[src/rtl/mem_issue_unit.sv]
// In-order LSQ feeding a tagged dcache port whose responses may complete out of order.
// Optional feature MEM_ISSUE_MISALIGN_CHECK_EN traps size-misaligned ops instead of issuing them.
module mem_issue_unit #(
    parameter int LSQ_DEPTH    = 8,
    parameter int MAX_INFLIGHT = 4,
    parameter int TAG_W        = $clog2(MAX_INFLIGHT),
    parameter int IDX_W        = $clog2(LSQ_DEPTH)
) (
    input  logic             clk_i,
    input  logic             rstn_i,
    input  logic             enq_valid_i,
    output logic             enq_ready_o,
    input  logic [63:0]      enq_addr_i,
    input  logic [63:0]      enq_data_i,
    input  logic             enq_is_store_i,
    input  logic [2:0]       enq_funct3_i,
    input  logic [4:0]       enq_rd_i,
    output logic [IDX_W-1:0] enq_idx_o,
    input  logic             kill_i,
    input  logic             flush_i,
    output logic             req_valid_o,
    input  logic             req_ready_i,
    output logic [63:0]      req_addr_o,
    output logic [63:0]      req_data_o,
    output logic             req_is_store_o,
    output logic [2:0]       req_funct3_o,
    output logic [TAG_W-1:0] req_tag_o,
    input  logic             rsp_valid_i,
    input  logic [TAG_W-1:0] rsp_tag_i,
    input  logic [63:0]      rsp_data_i,
    output logic             wb_valid_o,
    output logic [4:0]       wb_rd_o,
    output logic [63:0]      wb_data_o,
    output logic             wb_xcpt_o,
    output logic             busy_o
);

    localparam logic [1:0] S_IDLE    = 2'd0;
    localparam logic [1:0] S_ISSUE   = 2'd1;
    localparam logic [1:0] S_ST_WAIT = 2'd2;
    localparam logic [1:0] S_DRAIN   = 2'd3;

    logic [63:0]          lsq_addr_q [LSQ_DEPTH];
    logic [63:0]          lsq_data_q [LSQ_DEPTH];
    logic [2:0]           lsq_f3_q   [LSQ_DEPTH];
    logic [4:0]           lsq_rd_q   [LSQ_DEPTH];
    logic [LSQ_DEPTH-1:0] lsq_st_q;

    logic [IDX_W:0] head_q, head_d, tail_q, tail_d;
    logic [1:0]     state_q, state_d;

    logic [MAX_INFLIGHT-1:0] slot_busy_q, slot_busy_d;
    logic [MAX_INFLIGHT-1:0] slot_sq_q, slot_sq_d;
    logic [MAX_INFLIGHT-1:0] slot_st_q;
    logic [4:0]              slot_rd_q  [MAX_INFLIGHT];
    logic [2:0]              slot_f3_q  [MAX_INFLIGHT];
    logic [2:0]              slot_off_q [MAX_INFLIGHT];

    logic             kill_any, empty, full, any_busy, any_free;
    logic             head_st, head_mis, state_ok, store_ok;
    logic             can_issue, issue_fire, mis_pop, pop, push;
    logic             rsp_hit, rsp_wb;
    logic [IDX_W-1:0] head_idx, tail_idx;
    logic [TAG_W-1:0] free_tag;
    logic [63:0]      head_addr, load_data;
    logic [2:0]       head_f3;

    function automatic logic [63:0] fmt_load(input logic [63:0] d, input logic [2:0] f3,
                                             input logic [2:0] off);
        logic [63:0] raw;
        raw = d >> {off, 3'b000};
        case (f3)
            3'b000:  return {{56{raw[7]}}, raw[7:0]};
            3'b001:  return {{48{raw[15]}}, raw[15:0]};
            3'b010:  return {{32{raw[31]}}, raw[31:0]};
            3'b100:  return {56'd0, raw[7:0]};
            3'b101:  return {48'd0, raw[15:0]};
            3'b110:  return {32'd0, raw[31:0]};
            default: return raw;
        endcase
    endfunction

    assign kill_any  = kill_i | flush_i;
    assign head_idx  = head_q[IDX_W-1:0];
    assign tail_idx  = tail_q[IDX_W-1:0];
    assign empty     = (head_q == tail_q);
    assign full      = (head_q[IDX_W] != tail_q[IDX_W]) &&
                       (head_q[IDX_W-1:0] == tail_q[IDX_W-1:0]);
    assign head_addr = lsq_addr_q[head_idx];
    assign head_f3   = lsq_f3_q[head_idx];
    assign head_st   = lsq_st_q[head_idx];
    assign any_busy  = |slot_busy_q;
    assign any_free  = ~&slot_busy_q;

    always_comb begin
        free_tag = '0;
        for (int i = MAX_INFLIGHT - 1; i >= 0; i--) begin
            if (!slot_busy_q[i]) free_tag = TAG_W'(i);
        end
    end

    // Squashed requests must all return before anything new is sent after a kill.
    assign state_ok   = (state_q != S_DRAIN) | ~any_busy;
    assign store_ok   = ~head_st | ~any_busy;
    assign can_issue  = ~kill_any & ~empty & state_ok & any_free & store_ok & ~head_mis;
    assign issue_fire = can_issue & req_ready_i;
    assign pop        = issue_fire | mis_pop;
    assign push       = enq_valid_i & ~full & ~kill_any;

    assign req_valid_o    = can_issue;
    assign req_addr_o     = can_issue ? head_addr : '0;
    assign req_data_o     = can_issue ? lsq_data_q[head_idx] : '0;
    assign req_is_store_o = can_issue & head_st;
    assign req_funct3_o   = can_issue ? head_f3 : '0;
    assign req_tag_o      = can_issue ? free_tag : '0;
    assign enq_ready_o    = ~full;
    assign enq_idx_o      = tail_idx;
    assign busy_o         = ~empty | any_busy;

    assign rsp_hit   = rsp_valid_i & slot_busy_q[rsp_tag_i];
    assign rsp_wb    = rsp_hit & ~slot_st_q[rsp_tag_i] & ~slot_sq_q[rsp_tag_i] & ~kill_any;
    assign load_data = fmt_load(rsp_data_i, slot_f3_q[rsp_tag_i], slot_off_q[rsp_tag_i]);

`ifdef MEM_ISSUE_MISALIGN_CHECK_EN
    logic        xcpt_q;
    logic [4:0]  xcpt_rd_q;
    logic [63:0] xcpt_addr_q;

    function automatic logic misaligned(input logic [2:0] f3, input logic [2:0] off);
        case (f3[1:0])
            2'b01:   return off[0];
            2'b10:   return |off[1:0];
            2'b11:   return |off;
            default: return 1'b0;
        endcase
    endfunction

    // One trap can be pending; a second misaligned head waits until it is reported.
    assign head_mis = ~empty & misaligned(head_f3, head_addr[2:0]);
    assign mis_pop  = ~kill_any & head_mis & state_ok & ~xcpt_q;

    always_ff @(posedge clk_i or negedge rstn_i) begin
        if (!rstn_i)       xcpt_q <= 1'b0;
        else if (kill_any) xcpt_q <= 1'b0;
        else if (mis_pop)  xcpt_q <= 1'b1;
        else if (!rsp_wb)  xcpt_q <= 1'b0;
    end

    always_ff @(posedge clk_i) begin
        if (mis_pop) begin
            xcpt_rd_q   <= lsq_rd_q[head_idx];
            xcpt_addr_q <= head_addr;
        end
    end
`else
    assign head_mis = 1'b0;
    assign mis_pop  = 1'b0;
`endif

    // A load response takes the writeback port ahead of a pending trap.
    always_comb begin
        wb_valid_o = 1'b0;
        wb_rd_o    = '0;
        wb_data_o  = '0;
        wb_xcpt_o  = 1'b0;
        if (rsp_wb) begin
            wb_valid_o = 1'b1;
            wb_rd_o    = slot_rd_q[rsp_tag_i];
            wb_data_o  = load_data;
        end
`ifdef MEM_ISSUE_MISALIGN_CHECK_EN
        else if (xcpt_q && !kill_any) begin
            wb_valid_o = 1'b1;
            wb_xcpt_o  = 1'b1;
            wb_rd_o    = xcpt_rd_q;
            wb_data_o  = xcpt_addr_q;
        end
`endif
    end

    always_comb begin
        head_d = head_q + {{IDX_W{1'b0}}, pop};
        tail_d = tail_q + {{IDX_W{1'b0}}, push};
        if (kill_any) begin
            head_d = '0;
            tail_d = '0;
        end
    end

    always_comb begin
        slot_busy_d = slot_busy_q;
        slot_sq_d   = slot_sq_q;
        if (rsp_hit) slot_busy_d[rsp_tag_i] = 1'b0;
        if (kill_any) slot_sq_d = slot_sq_q | slot_busy_q;
        if (issue_fire) begin
            slot_busy_d[free_tag] = 1'b1;
            slot_sq_d[free_tag]   = 1'b0;
        end
    end

    always_comb begin
        state_d = state_q;
        if (kill_any) begin
            state_d = any_busy ? S_DRAIN : S_IDLE;
        end else begin
            case (state_q)
                S_IDLE:    if (!empty) state_d = S_ISSUE;
                S_ISSUE: begin
                    if (empty) state_d = S_IDLE;
                    else if (head_st && any_busy && !head_mis) state_d = S_ST_WAIT;
                end
                S_ST_WAIT: if (!any_busy) state_d = S_ISSUE;
                default:   if (!any_busy) state_d = empty ? S_IDLE : S_ISSUE;
            endcase
        end
    end

    always_ff @(posedge clk_i or negedge rstn_i) begin
        if (!rstn_i) begin
            state_q     <= S_IDLE;
            head_q      <= '0;
            tail_q      <= '0;
            slot_busy_q <= '0;
            slot_sq_q   <= '0;
        end else begin
            state_q     <= state_d;
            head_q      <= head_d;
            tail_q      <= tail_d;
            slot_busy_q <= slot_busy_d;
            slot_sq_q   <= slot_sq_d;
        end
    end

    // Payload storage is only meaningful under the valid/busy bits, so it carries no reset.
    always_ff @(posedge clk_i) begin
        if (push) begin
            lsq_addr_q[tail_idx] <= enq_addr_i;
            lsq_data_q[tail_idx] <= enq_data_i;
            lsq_f3_q[tail_idx]   <= enq_funct3_i;
            lsq_rd_q[tail_idx]   <= enq_rd_i;
            lsq_st_q[tail_idx]   <= enq_is_store_i;
        end
        if (issue_fire) begin
            slot_rd_q[free_tag]  <= lsq_rd_q[head_idx];
            slot_f3_q[free_tag]  <= head_f3;
            slot_off_q[free_tag] <= head_addr[2:0];
            slot_st_q[free_tag]  <= head_st;
        end
    end

`ifdef ASSERTIONS
    rsp_to_busy_slot: assert property (@(posedge clk_i) disable iff (!rstn_i)
        rsp_valid_i |-> slot_busy_q[rsp_tag_i]);
`endif

endmodule

[config.mk]
export PLATFORM = sky130hd
export DESIGN_NAME = mem_issue_unit
export DESIGN_NICKNAME = d
export VERILOG_FILES = /design/src/rtl/mem_issue_unit.sv
export SDC_FILE = /design/constraint.sdc
export NUM_CORES = 1
export LEC_CHECK = 0
export CAP_MARGIN = 15
export CORE_UTILIZATION = 58
export CTS_CLUSTER_DIAMETER = 120
export CTS_CLUSTER_SIZE = 25
export DETAILED_ROUTE_END_ITERATION = 6
export GPL_TIMING_DRIVEN = 0
export PLACE_DENSITY_LB_ADDON = 0.12
export SYNTH_ARGS = -nofsm -noshare
export SYNTH_HDL_FRONTEND = slang
export SYNTH_SLANG_ARGS = --single-unit
export TNS_END_PERCENT = 20
[constraint.sdc]
create_clock -name clk_i -period 29.6 [get_ports clk_i]
set_input_delay 4.44 -clock clk_i [delete_from_list [all_inputs] [get_ports clk_i]]
set_output_delay 4.44 -clock clk_i [all_outputs]
set_load 0.02 [all_outputs]
After elaboration in Yosys (flattened, before gate mapping):

Memories as Yosys holds them, arrays and structs flattened.
Cells that the tools add are included.

* flip-flop bits (word level): 30
* latch bits: 0
* memory bits (writable): 1132
* memory bits (read-only): 0
* bits of input ports: 210
* output and inout bits: 211
* word-level logic and storage cells: 126
* memories: 7

Memory list
* lsq_addr_q: depth 8, width 64, rd ports 1, clocked after Yosys merged registers in 0, write ports 1, line 43 `logic [63:0] lsq_addr_q [LSQ_DEPTH];`
* lsq_data_q: depth 8, width 64, rd ports 1, clocked after Yosys merged registers in 0, write ports 1, line 44 `logic [63:0] lsq_data_q [LSQ_DEPTH];`
* lsq_rd_q: depth 8, width 5, rd ports 1, clocked after Yosys merged registers in 0, write ports 1, line 46 `logic [4:0] lsq_rd_q [LSQ_DEPTH];`
* lsq_f3_q: depth 8, width 3, rd ports 1, clocked after Yosys merged registers in 0, write ports 1, line 45 `logic [2:0] lsq_f3_q [LSQ_DEPTH];`
* slot_rd_q: depth 4, width 5, rd ports 1, clocked after Yosys merged registers in 0, write ports 1, line 55 `logic [4:0] slot_rd_q [MAX_INFLIGHT];`
* slot_f3_q: depth 4, width 3, rd ports 1, clocked after Yosys merged registers in 0, write ports 1, line 56 `logic [2:0] slot_f3_q [MAX_INFLIGHT];`
* 1 more memories

* add/subtract/negate cells: 2
* multiply operators: 0
* div/mod/pow operators: 0
* magnitude comparators: 7
* equality and inequality tests: 15
* shift-type cells: 1
* multiplexer cells: 47
* bitwise logic cells: 29
* reductions and logical operators: 11

Operators by type and width (number)
* $pmux W64 S6: 1
* $mux W64: 3
* $shr A64 B6 Y64: 1
* $mux W2: 12
* $mux W4: 6
* $mux W1: 13
* $and A1 B1 Y1: 12
* $eq A3 B3 Y1 const B: 3
* $add A4 B1 Y4: 2
* $and A4 B4 Y4: 2
* $bwmux W8: 1
* $lt A3 B4 Y1 const B: 2
* $not A4 Y4: 2
* $or A4 B4 Y4: 2
* $reduce_and A4 Y1: 2
* $not A1 Y1: 7
* $bmux W1 S2: 3
* $lt A2 B3 Y1 const B: 2
* $ne A3 B3 Y1 const B: 2
* $pmux W2 S3: 1
* $logic_and A1 B1 Y1: 5
* $mux W5: 1
* $bwmux W4: 1
* $demux W1 S2: 2
* 20 further kinds: 24

Logic depth before layout (Yosys ltp):

* word-level depth: 11
* depth in mapped cells: 14
* gate-level depth less buffers: 9

Worst setup path before layout:

No wires, ideal clock.

* path type: input port to flip-flop
* start: input port flush_i
* end: memory lsq_addr_q[0][0] (enable)
* data arrival time: 14.237 ns
* path slack: 14.561 ns
* cell stages on the path: 4
* path buffers: 0
* cells stage by stage: nor2_1 -> and3_1 -> nand2b_1 -> nor3_1

* word-level cells in the longest chain between the ends: 5

RTL lines
* from (decl): line 20 `input logic flush_i,`
* $or A1 B1 Y1: line 83 `assign kill_any = kill_i | flush_i;`
* $not A1 Y1: line 108 `assign push = enq_valid_i & ~full & ~kill_any;`
* $and A1 B1 Y1: line 108
* $mux W1: line 236 `if (push) begin`
* $mux W1 (implied by the code): line 237 `lsq_addr_q[tail_idx] <= enq_addr_i;`
* to (decl): line 43

Every way passes these cells.

Worst setup path in the final report:

* start: input port rsp_tag_i[0]
* end: output port wb_data_o[21]

* word-level cells in the longest chain between the ends: 7
* elaborated cells between the ends (all ways): 23
* those cells by class: eq/ne: 5; shift: 1; mux: 8; bitwise: 6; reduce/logical: 1; memory: 2

RTL lines
* from (decl): line 29 `input logic [TAG_W-1:0] rsp_tag_i,`
* parallel branches: the longest is 6 deep, another holds $mem_v2 Z4 W3
* $mux W64 (*): line 166 `if (rsp_wb) begin`
* to (decl): line 33 `output logic [63:0] wb_data_o,`

Every way passes the cells marked *. The select of a mux whose other input is x is not followed.

==> flow_summary.yaml <==
logic_synthesis:
  synth.area.top_cells: "edfxtp_1 (74%), mux4_2 (14%), mux2i_1 (3.7%)"
  synth-seq-cells: 1162
  synth_ff_type: "edfxtp_1"
  synth_top_area_share_pct: 73.67
  yosysTopAreaCell: "edfxtp_1"
  ys_async_sr_fraction_pct: 1.549
  synth_top_cells_by_count: "edfxtp_1 (1144), mux4_2 (289), nor2_1 (206)"
  ys_seq_area_share_pct: 74.64
  avgSynthCellArea_sq_um: 20.03
  synth_nets: 2542
  yosysWarnings: 0
  syn-instance-count: 2328
  syn_area_sq_mm: 0.04663
  synth_most_common_cell: "edfxtp_1"
  synth_edf_count: 1144
  yosysUniqueCellTypes: 55
finish:
  drive_above_1_share_pct: 18.03
  fin_util_pct: 69.20
  area_growth_pct: 17.62
  nets: 3091
  fin_cells: 3944
  final_cell_area_sq_mm: 0.05485
route:
  met3WireLength_mm: 8.403
  drc: 0
  drtIter0Drc: 2322
  wl_met2_mm: 59.50
  top_layer_used: "met5"
  vias: 24600
  routedLengthMet1_mm: 47.24
  routed_wirelength_mm: 117.6
  firstDrtPassIters: 5
  ant_nets: 0
  routedWlPerCell_um: 29.81
  routed_via_density: 6.238
worst_setup_path:
  cp-start-kind: "primary input"
  crit_arrival_ns: 8.33
  crit_path_cell_trace: "clkdlybuf4s50_1 > mux4_2 > buf_4 > buf_2 > clkbuf_1 > nand2_1 > nor2_1 > a31oi_1 > o22ai_1 > clkdlybuf4s50_1"
  max_stage_delay_ns: 0.71
  required_ns: 25.16
  path_max_fanout: 10
  r2r-end: "head_q[3]"
  crit_type: "in -> out"
  reg2reg_slack_ns: 25.45
  rr_worst_depth: 14
  cpLargestDelayFamily: "buffers and inverters"
  crit_buf_inv: 5
  reg2reg_from: "head_q[0]"
  end_kind: "output port"
  crit_path_frequent_cell: "clkdlybuf4s50_1"
  slowest_stage: "clkdlybuf4s50_1"
clocking:
  cts_root_buf: "clkbuf_16"
  cts_buffers: 52
  cts.path.max_buffers: 3
  cts_hold_buffers: 0
  cts_setup_buffers: 0
  clock-sinks: 1162
  path_clk_slew_ns: 0.10
  cts_tree: "built"
  cts_resized: 0
  htree_levels: 2
  clock_latency_ns: 0.64
global_route:
  antenna_found_initial: 18
  grt_overflow: 0
  grt_pass1_wl_mm: 170.9
  grt_pass1_vias: 25030
  globalRouteTotalUtil_pct: 29.06
  grt_max_degree: 27
sta:
  drv_slew: 0
  maxSlewHeadroom_pct: 21.82
  setup_tns_ns: 0
  tightest_slew_ns: 1.173
  period_minus_slack_ns: 12.77
  timing.fmax_mhz: 78.30
  hold_viol: 0
  period_share_pct: 43.15
  timing.final.ws_setup_ns: 16.83
  clock_skew_ns: 0.01997
  hold_slack_ns: 0.5264
  rsz0062_at_grt: "no"
  setup_viol: 0
floorplan:
  dieWidth_um: 285.5
  die_area_sq_mm: 0.08153
  fp.dieH_um: 285.5
  io_pins: 421
  start_util_pct: 58.83
  rows: 103
  design.core.area_sq_mm: 0.07926
placement:
  placement.io_buffers: 418
  place_hpwl_mm: 81.56
  place_ws_ns: 16.83
  dp.cells: 3871
  gp_congestion: 0.9937
  placed_area_sq_mm: 0.05339
worst_hold_path:
  hold_path_depth: 2
  hold_end: "slot_sq_q[0]"
  hold_class: "reg -> reg"
  min-delay-start: "slot_sq_q[0]"
power:
  power.switching_uw: 545.1
  p_comb_share_pct: 4.6
  p_int_mw: 2.195
  seq_power_share_pct: 66.2
  p_leak_nw: 16.79
  ir_drop_uv: 48.83
  power_density_mw_per_mm2: 49.96
  total_power_mw: 2.740
  clkPwrFrac_pct: 29.2
  sw_frac_of_total_pct: 19.89
run:
  cap_violations: 0
status:
  outcome: "finished clean"
registers in the layout, summed over array words and instances (netlist names), 8 cells and up:
| signal | flops |
|---|---|
| slot_off_q | 12 |
| lsq_f3_q | 24 |
| slot_rd_q | 20 |
| lsq_st_q | 8 |
| lsq_addr_q | 512 |
| lsq_rd_q | 40 |
| slot_f3_q | 12 |
| lsq_data_q | 512 |
cell families after synthesis:
| logic type | Yosys count | share of synthesized area, % |
|---|---|---|
| adders and majority gates | 4 | 0.1073 |
| DFF | 1162 | 74.64 |
| and+or+nand+nor | 358 | 3.236 |
| xor gates and xnor gates | 8 | 0.1503 |
| AOI/OAI and AO/OA | 150 | 1.935 |
| buffers and inverters | 154 | 1.532 |
| other | 1 | 0.008042 |
| muxes | 491 | 18.39 |
cell usage in the layout, fill, tap and decap left out, drive strengths merged, types with 2 or more instances in the layout:
master / synthesis / final
nand2: 82 / 82
buf: 66 / 142
clkbuf: 80 / 144
nor4b: 2 / 2
nand2b: 7 / 7
nand3: 19 / 19
o21bai: 2 / 2
o211ai: 7 / 7
clkinv: 2 / 6
mux2i: 175 / 175
ha: 4 / 4
and4b: 2 / 2
dfrtp: 18 / 18
a311o: 7 / 7
o21ai: 35 / 35
mux4: 289 / 289
o22ai: 6 / 6
inv: 6 / 6
a21oi: 64 / 64
clkdlybuf4s50: 0 / 418
nor3: 10 / 10
a31oi: 14 / 14
nor2: 206 / 206
and3: 2 / 2
a21o: 3 / 3
xor2: 6 / 6
nor2b: 11 / 11
a211o: 2 / 2
diode: 0 / 4
and2: 10 / 10
edfxtp: 1144 / 1144
mux2: 27 / 27
xnor2: 2 / 2
worst max path at each step:
stage          slack (ns)          from           endpoint  cells past startpoint
2_1_floorplan       14.56       flush_i   lsq_addr_q[0][0]                      4
3_3_place_gp         3.64       flush_i  lsq_addr_q[0][43]                      5
3_5_place_dp        16.83  rsp_tag_i[0]      wb_data_o[21]                     10
4_1_cts             16.82  rsp_tag_i[0]      wb_data_o[21]                     10
5_1_grt             16.71  rsp_tag_i[0]      wb_data_o[21]                     10
6_report            16.83  rsp_tag_i[0]      wb_data_o[21]                     10
routing by layer:
layer / up-vias / track usage (%)
met1: 12960 / 40.25
met4: 24 / 6.150
met3: 149 / 5.351
li1: 10500 / -
met5: - / 0
met2: 970 / 48.93
power by group through the flow:
stage / Clock [mW] / Combinational [mW] / Sequential (mW)
detailed placement: 0 / 0.124 / 1.85
global placement: 0 / 0.118 / 1.86
finish: 0.800 / 0.126 / 1.81
global route: 0.861 / 0.134 / 1.82
CTS: 0.813 / 0.125 / 1.81
floorplan: 0 / 0.0484 / 1.85
cell type report:
class	instances	area [sq um]
Clock inverter	4	66.31
Multi-Input combinational cell	1012	11170
Buffer	146	684.4
Fill cell	4985	24410
Clock buffer	63	1364
Sequential cell	1162	34800
Timing Repair Buffer	495	5404
Tap cell	1050	1314
Inverter	8	30.03
Antenna cell	4	10.01
worst reg2reg max path, delay by kind of cell, from the launching register on:
kind                       cells  cell delay, ns
buffers and inverters          5            1.37
muxes                          2            1.25
DFF                            1            0.37
AOI/OAI and AO/OA              2            0.36
and+or+nand+nor                3            0.31
adders and majority gates      1            0.19
xor gates and xnor gates       1            0.18
No activity file was read; power rests on OpenSTA's default activity.
